===== config.mk =====
export PLATFORM = sky130hd
export DESIGN_NAME = adsr_envelope
export DESIGN_NICKNAME = d
export VERILOG_FILES = /design/src/rtl/adsr_pkg.sv /design/src/rtl/adsr_envelope_sample_scaler.sv /design/src/rtl/adsr_envelope.sv
export SDC_FILE = /design/constraint.sdc
export NUM_CORES = 1
export LEC_CHECK = 0
export CAP_MARGIN = 40
export CELL_PAD_IN_SITES_DETAIL_PLACEMENT = 0
export CELL_PAD_IN_SITES_GLOBAL_PLACEMENT = 1
export CORE_UTILIZATION = 40
export CTS_BUF_LIST = sky130_fd_sc_hd__clkbuf_4
export DETAILED_ROUTE_END_ITERATION = 12
export HOLD_SLACK_MARGIN = 0.03
export MAX_ROUTING_LAYER = met4
export PLACE_DENSITY_LB_ADDON = 0.1
export SETUP_SLACK_MARGIN = 0.5
export SLEW_MARGIN = 25
export SYNTH_ARGS = -nofsm -noshare
export SYNTH_HDL_FRONTEND = slang
export SYNTH_HIERARCHICAL = 1
export SYNTH_SLANG_ARGS = --single-unit

===== constraint.sdc =====
create_clock -name clk -period 7.3 [get_ports clk]
set_input_delay 2.19 -clock clk [delete_from_list [all_inputs] [get_ports clk]]
set_output_delay 2.19 -clock clk [all_outputs]
set_load 0.005 [all_outputs]

===== src/rtl/adsr_pkg.sv =====
// Shared types for the ADSR envelope: state encoding and default level geometry.
package adsr_pkg;

  typedef enum logic [2:0] {
    ST_IDLE    = 3'd0,
    ST_ATTACK  = 3'd1,
    ST_DECAY   = 3'd2,
    ST_SUSTAIN = 3'd3,
    ST_RELEASE = 3'd4
  } adsr_state_t;

  localparam int unsigned ENV_LW = 16;
  localparam logic [ENV_LW-1:0] ENV_FULL_SCALE = 16'hFFFF;

endpackage


===== src/rtl/adsr_envelope_sample_scaler.sv =====
// Two-stage signed sample x unsigned gain multiplier; result is the product
// shifted right arithmetically by LW (floor), valid travels with the data.
module sample_scaler #(
  parameter int OW = 24,
  parameter int LW = 16
) (
  input  logic          clk,
  input  logic          rst,
  input  logic          in_valid,
  input  logic [OW-1:0] in_data,
  input  logic [LW-1:0] gain,
  output logic          out_valid,
  output logic [OW-1:0] out_data
);

  localparam int PW = OW + LW + 1;

  logic signed [PW-1:0] prod_s;
  logic signed [PW-1:0] prod_r;
  logic signed [PW-1:0] shift_s;
  logic                 valid1_r;
  logic                 valid2_r;
  logic [OW-1:0]        data2_r;

  // Gain is zero-extended so it stays non-negative in the signed multiply.
  assign prod_s  = PW'($signed(in_data)) * PW'($signed({1'b0, gain}));
  assign shift_s = prod_r >>> LW;

  // Stage 1: register the full-width product.
  always_ff @(posedge clk) begin
    if (rst) begin
      prod_r   <= {PW{1'b0}};
      valid1_r <= 1'b0;
    end else begin
      prod_r   <= prod_s;
      valid1_r <= in_valid;
    end
  end

  // Stage 2: register the shifted, truncated result.
  always_ff @(posedge clk) begin
    if (rst) begin
      data2_r  <= {OW{1'b0}};
      valid2_r <= 1'b0;
    end else begin
      data2_r  <= shift_s[OW-1:0];
      valid2_r <= valid1_r;
    end
  end

  assign out_valid = valid2_r;
  assign out_data  = data2_r;

endmodule


===== src/rtl/adsr_envelope.sv =====
// ADSR amplitude envelope: per-sample state/level update on in_valid, and the
// incoming sample scaled by the pre-update level through a 2-stage scaler.
module adsr_envelope
  import adsr_pkg::*;
#(
  parameter int OW = 24,
  parameter int LW = ENV_LW
) (
  input  logic          clk,
  input  logic          rst,
  input  logic          in_valid,
  input  logic [OW-1:0] in_data,
  input  logic          gate,
  input  logic [LW-1:0] attack_step,
  input  logic [LW-1:0] decay_step,
  input  logic [LW-1:0] sustain_level,
  input  logic [LW-1:0] release_step,
  output logic          out_valid,
  output logic [OW-1:0] out_data,
  output logic [LW-1:0] env_level,
  output logic [2:0]    env_state,
  output logic          busy
);

  localparam logic [LW:0] FULL = {1'b0, {LW{1'b1}}};

  adsr_state_t   state_r, state_nxt_s;
  logic [LW-1:0] level_r, level_nxt_s;
  logic          gate_q_r;
  logic          busy_r;
  logic          gate_rise_s;
  logic [LW:0]   atk_sum_s, dec_diff_s, rel_diff_s, atk_rel_diff_s;
  logic          atk_full_s, dec_hit_s;
  logic [LW-1:0] atk_lvl_s, rel_lvl_s, atk_rel_lvl_s;

  assign gate_rise_s    = gate & ~gate_q_r;
  assign atk_sum_s      = {1'b0, level_r} + {1'b0, attack_step};
  assign atk_full_s     = (atk_sum_s >= FULL);
  assign atk_lvl_s      = atk_full_s ? FULL[LW-1:0] : atk_sum_s[LW-1:0];
  assign dec_diff_s     = {1'b0, level_r} - {1'b0, decay_step};
  assign dec_hit_s      = dec_diff_s[LW] | (dec_diff_s[LW-1:0] <= sustain_level);
  assign rel_diff_s     = {1'b0, level_r} - {1'b0, release_step};
  assign rel_lvl_s      = rel_diff_s[LW] ? {LW{1'b0}} : rel_diff_s[LW-1:0];
  // Gate dropping during ATTACK releases from the (possibly saturated) attack result.
  assign atk_rel_diff_s = {1'b0, atk_lvl_s} - {1'b0, release_step};
  assign atk_rel_lvl_s  = atk_rel_diff_s[LW] ? {LW{1'b0}} : atk_rel_diff_s[LW-1:0];

  // Next state and level, evaluated only on sample strobes.
  always_comb begin
    state_nxt_s = state_r;
    level_nxt_s = level_r;
    if (in_valid) begin
      case (state_r)
        ST_IDLE: begin
          if (gate_rise_s) begin
            state_nxt_s = atk_full_s ? ST_DECAY : ST_ATTACK;
            level_nxt_s = atk_lvl_s;
          end else begin
            state_nxt_s = ST_IDLE;
            level_nxt_s = {LW{1'b0}};
          end
        end
        ST_ATTACK: begin
          if (!gate) begin
            state_nxt_s = ST_RELEASE;
            level_nxt_s = atk_rel_lvl_s;
          end else begin
            state_nxt_s = atk_full_s ? ST_DECAY : ST_ATTACK;
            level_nxt_s = atk_lvl_s;
          end
        end
        ST_DECAY: begin
          if (!gate) begin
            state_nxt_s = ST_RELEASE;
            level_nxt_s = rel_lvl_s;
          end else if (dec_hit_s) begin
            state_nxt_s = ST_SUSTAIN;
            level_nxt_s = sustain_level;
          end else begin
            state_nxt_s = ST_DECAY;
            level_nxt_s = dec_diff_s[LW-1:0];
          end
        end
        ST_SUSTAIN: begin
          if (!gate) begin
            state_nxt_s = ST_RELEASE;
            level_nxt_s = rel_lvl_s;
          end else begin
            state_nxt_s = ST_SUSTAIN;
            level_nxt_s = sustain_level;
          end
        end
        ST_RELEASE: begin
          if (gate_rise_s) begin
            state_nxt_s = atk_full_s ? ST_DECAY : ST_ATTACK;
            level_nxt_s = atk_lvl_s;
          end else if (rel_lvl_s == {LW{1'b0}}) begin
            state_nxt_s = ST_IDLE;
            level_nxt_s = {LW{1'b0}};
          end else begin
            state_nxt_s = ST_RELEASE;
            level_nxt_s = rel_lvl_s;
          end
        end
        default: begin
          state_nxt_s = ST_IDLE;
          level_nxt_s = {LW{1'b0}};
        end
      endcase
    end else begin
      state_nxt_s = state_r;
      level_nxt_s = level_r;
    end
  end

  // Envelope state, level, captured gate and busy flag.
  always_ff @(posedge clk) begin
    if (rst) begin
      state_r  <= ST_IDLE;
      level_r  <= {LW{1'b0}};
      gate_q_r <= 1'b0;
      busy_r   <= 1'b0;
    end else begin
      state_r  <= state_nxt_s;
      level_r  <= level_nxt_s;
      gate_q_r <= in_valid ? gate : gate_q_r;
      busy_r   <= (state_nxt_s != ST_IDLE);
    end
  end

  sample_scaler #(.OW(OW), .LW(LW)) u_scaler (
    .clk       (clk),
    .rst       (rst),
    .in_valid  (in_valid),
    .in_data   (in_data),
    .gain      (level_r),
    .out_valid (out_valid),
    .out_data  (out_data)
  );

  assign env_level = level_r;
  assign env_state = state_r;
  assign busy      = busy_r;

endmodule


==> summary.md <==
| Metric | Value |
|---|---|
| Worst path most repeated cell | fa_1 |
| Hold Path End | u_scaler/out_data[19] |
| Max FO, Critical Path | 6 |
| FMAX | 137 MHz |
| EDFF count, synth | 0 |
| Hold Crit Depth | 1 |
| Critical Path Max Stage Delay | 550 ps |
| Tightest Pin Transition | 852 ps |
| Reg2reg setup slack | 890 ps |
| Fin. Hold Viols | 0 |
| Pwr Density | 149 nW/um^2 |
| RR Startpoint | env_level[9] |
| First-pass GRT wire length | 103000 um |
| YS warnings | 6 |
| Critical path arrival | 7740 ps |
| Number of global-route vias before repair | 18872 |
| Setup ws final | -15.3 ps |
| Top_reg_cell synth | dfxtp_1 |
| WP data required | 7730 ps |
| DR iter-0 viols | 941 |
| Hold WS | 450 ps |
| Skew-Pair Late Insertion Delay | 550 ps |
| Gp weighted congestion | approximately 0.92 |
| Max stage delay cell, worst path | fa_1 |
| Syn Inst Count | 2332 |
| Non-filler cells, final | 3389 |
| Critical path buffer and inverter count | 6 |
| Htree depth | 3 |
| Max_cap viols | 0 |
| Num ports | around 140 |
| DR vias | 17277 |
| # port buffers | 136 |
| Largest net degree at the start of global routing | 68 |
| Pleak | about 13 nW |
| Tmin final | roughly 7300 ps |
| Clk root buf | clkbuf_4 |
| Synth Register Bits | about 70 |
| Dpl hpwl | around 51000 um |
| Detail Route Antenna Nets | 0 |
| Post-synthesis cell type count | 80 |
| Die W | between 200 and 250 um |
| DRC viols | 0 |
| WL final | 64300 um |
| Clock skew | 48.9 ps |
| Core area | 48800 um^2 |
| Status | finished, violations left |
| First-pass DRT Iterations | 7 |
| Num CTS Buffers | 9 |
| Synth async-reset ratio | 0 |
| DIE AREA | 50400 um^2 |
| Reg2Reg Depth | 20 |
| Routed wire length per instance | 19.0 um |
| Setup Viol. Count Final | 1 |
| Crit Path Class | primary input to flip-flop |
| Peak supply drop | between 0.1 and 0.15 mV |
| CP delay by family, top | adder cells |
| Clk slew on worst S/H paths | 140 ps |
| Starting Density | 0.405 |
| Max Slew Vio Count | 0 |
| Die Span Y | 224 um |
| Post-Syn Nets | 2975 |
| Placed Cells | about 3300 |
| Antenna violations before repair | 1 |
| Grt ovf | 0 |
| Layout Area Growth over Synthesis | 30.2% |
| TritonCTS clock tree | built |
| Terminus of the critical flop-to-flop path | u_scaler/prod_r[39] |
| Bufs on Longest Clock Path | 2 |
| Crit end category | flip-flop |
| GRT Total Usage | 0.275 |
| Register area share after synthesis | 0.0718 |
| CP Cell Sequence | buf_4 -> buf_12 -> nand2_1 -> fa_1 -> inv_1 -> fa_1 -> inv_2 -> fa_1 -> inv_2 -> fa_1 -> fa_1 -> fa_1 -> ha_4 -> and3_4 -> a31oi_4 -> a211o_4 -> buf_6 -> o2bb2ai_4 -> nor2_4 -> a21oi_2 -> a311oi_2 -> a2111oi_4 |
| Via/cell ratio | 5.10 |
| Cell area after synthesis | 19800 um^2 |
| Failing checks | negative setup slack |
| Slew headroom | 0.431 |
| Syn_area_per_cell | about 8.5 um^2 |
| Min-delay worst type | flip-flop to flip-flop |
| Site row count | 81 |
| RSZ-0062 raised after global routing | yes |
| Nets | 3362 |
| Share of layout cells above drive strength 1 | 0.214 |
| Crit start category | primary input |
| Hold path start | u_scaler/prod_r[35] |
| CTS sink count | roughly 70 |
| Fin crit share | 1.00 |
==> final cells by class <==
| type | count | area (um^2) |
|---|---|---|
| fillers | 4733 | 23100 |
| well taps | 664 | 831 |
| clock inverters | 7 | 61.3 |
| flip-flops and latches | 71 | 1430 |
| diodes | 1 | 2.50 |
| repair buffers | 455 | 4330 |
| inverters | 496 | 1860 |
| multi-input cells | 1686 | 17200 |
| clock buffers | 9 | 67.6 |
==> synth_stat cells (21+ instances only) <==
cell        n  share of area
inv_1     495          0.094
fa_1      374           0.38
nand2_1   318          0.060
ha_1      177           0.11
and2_1    150          0.047
a21oi_1    88          0.022
clkbuf_1   76          0.014
nor2_1     72          0.014
dfxtp_1    71          0.072
o21ai_0    49          0.012
xnor2_1    42          0.019
nor2b_1    36          0.011
nor3_1     35         0.0089
a21o_1     28          0.011
o21a_1     28          0.011
nand3_1    21         0.0053
==> cell usage in the layout, fill, tap and decap left out, drive strengths merged, types with 5 or more instances in the layout <==
master and count:
or2 13, o31ai 10, xnor2 42, xor2 20, clkbuf 9, fa 374, nor3 35, nand2b 11
mux2i 6, nor4 7, clkdlybuf4s50 111, o211ai 10, ha 177, a21boi 8, a21oi 90, and2 150
a221oi 9, nand3 21, nor2b 36, a22oi 5, dfxtp 71, buf 337, nand2 318, a211o 8
o31a 7, nor3b 10, a31oi 17, nand4 7, o21bai 6, inv 499, o21a 28, a211oi 21
nor2 73, o22ai 5, o21ai 53, a21o 28, and3 9, a311oi 5
==> metrics by stage <==
step / util / setup TNS (ps) / total power [mW] / area (um^2) / setup slack [ps]
6_report: 0.527 / -15.3 / 3.85 / 25800 / -15.3
5_1_grt: 0.527 / -1020 / 4.25 / 25800 / -155
4_1_cts: 0.517 / 0 / 3.75 / 25200 / 29.1
3_5_place_dp: 0.494 / -22380 / 3.27 / 24100 / -1080
3_3_place_gp: 0.493 / -21790 / 3.22 / 24100 / -988
2_1_floorplan: - / 0 / 2.27 / 20300 / 12.6
==> where the power goes <==
group          internal [mW]  total (mW)  leakage (nW)  switching (mW)
registers              0.465       0.508         0.584          0.0432
clock network         0.0756       0.264        0.0655           0.189
logic                   1.48        3.08          11.9            1.60
total                   2.02        3.85          12.5            1.83
==> worst max path at each step <==
| stage | startpoint | to | slack [ps] | cells past startpoint |
|---|---|---|---|---|
| after floorplan | in_data[23] | u_scaler/prod_r[39] | 10 | 20 |
| after global placement | in_data[9] | u_scaler/prod_r[38] | -990 | 22 |
| after CTS | in_data[15] | u_scaler/prod_r[38] | 30 | 23 |
| after global routing | in_data[17] | u_scaler/prod_r[39] | -160 | 23 |
| after detailed placement | in_data[9] | u_scaler/prod_r[38] | -1080 | 22 |
| final | in_data[6] | u_scaler/prod_r[38] | -20 | 22 |
==> per-layer routing <==
layer	vias to the layer above	track usage	routed length (um)
met2	407	0.464	31600
met3	74	0.0287	2650
li1	8113	-	-
met1	8683	0.346	28300
met5	-	-	0
met4	0	0.0847	1780
==> worst register-to-register path, cell delays in order (launching register included) <==
cell	delay (ps)
dfxtp_1	850
buf_4	330
nand2_1	100
fa_1	510
inv_1	50
fa_1	480
fa_1	530
fa_1	510
fa_1	500
inv_1	50
fa_1	490
inv_2	40
ha_4	220
a211oi_4	250
o21ai_2	90
a32o_2	310
o2bb2ai_4	130
nor2_4	260
a211oi_4	120
or3_1	380
a21oi_1	120
==> timing repair <==
action / CTS / global route
hold buffers: 0 / 0
gates cloned: 7 / 0
resized for setup: 210 / 102
pin swaps: 120 / 69
setup endpoints to repair: 37 / 40
setup buffers: 53 / 11
==> flip-flops by register name, indices dropped and copies added, names as in the netlist <==
| name | flops |
|---|---|
| u_scaler/out_data | 24 |
| u_scaler/prod_r | 24 |
| env_level | 16 |
| env_state | 3 |
| busy | 1 |
| gate_q_r | 1 |
| u_scaler/out_valid | 1 |
| u_scaler/valid1_r | 1 |
==> cells by family (layout without fill, tap and decap cells) <==
| family | Yosys count | after routing | synth area share |
|---|---|---|---|
| AND/OR/NAND/NOR | 707 | 707 | 0.173 |
| buffers and inverters | 575 | 967 | 0.109 |
| adder cells (fa/ha/maj) | 551 | 551 | 0.490 |
| AO/OA/AOI/OAI | 358 | 358 | 0.124 |
| flip-flops | 71 | 71 | 0.0718 |
| XOR/XNOR | 62 | 62 | 0.0274 |
| multiplexers | 8 | 8 | 0.00417 |
| other | 0 | 1 | 0 |
No activity file was read; power rests on OpenSTA's default activity.
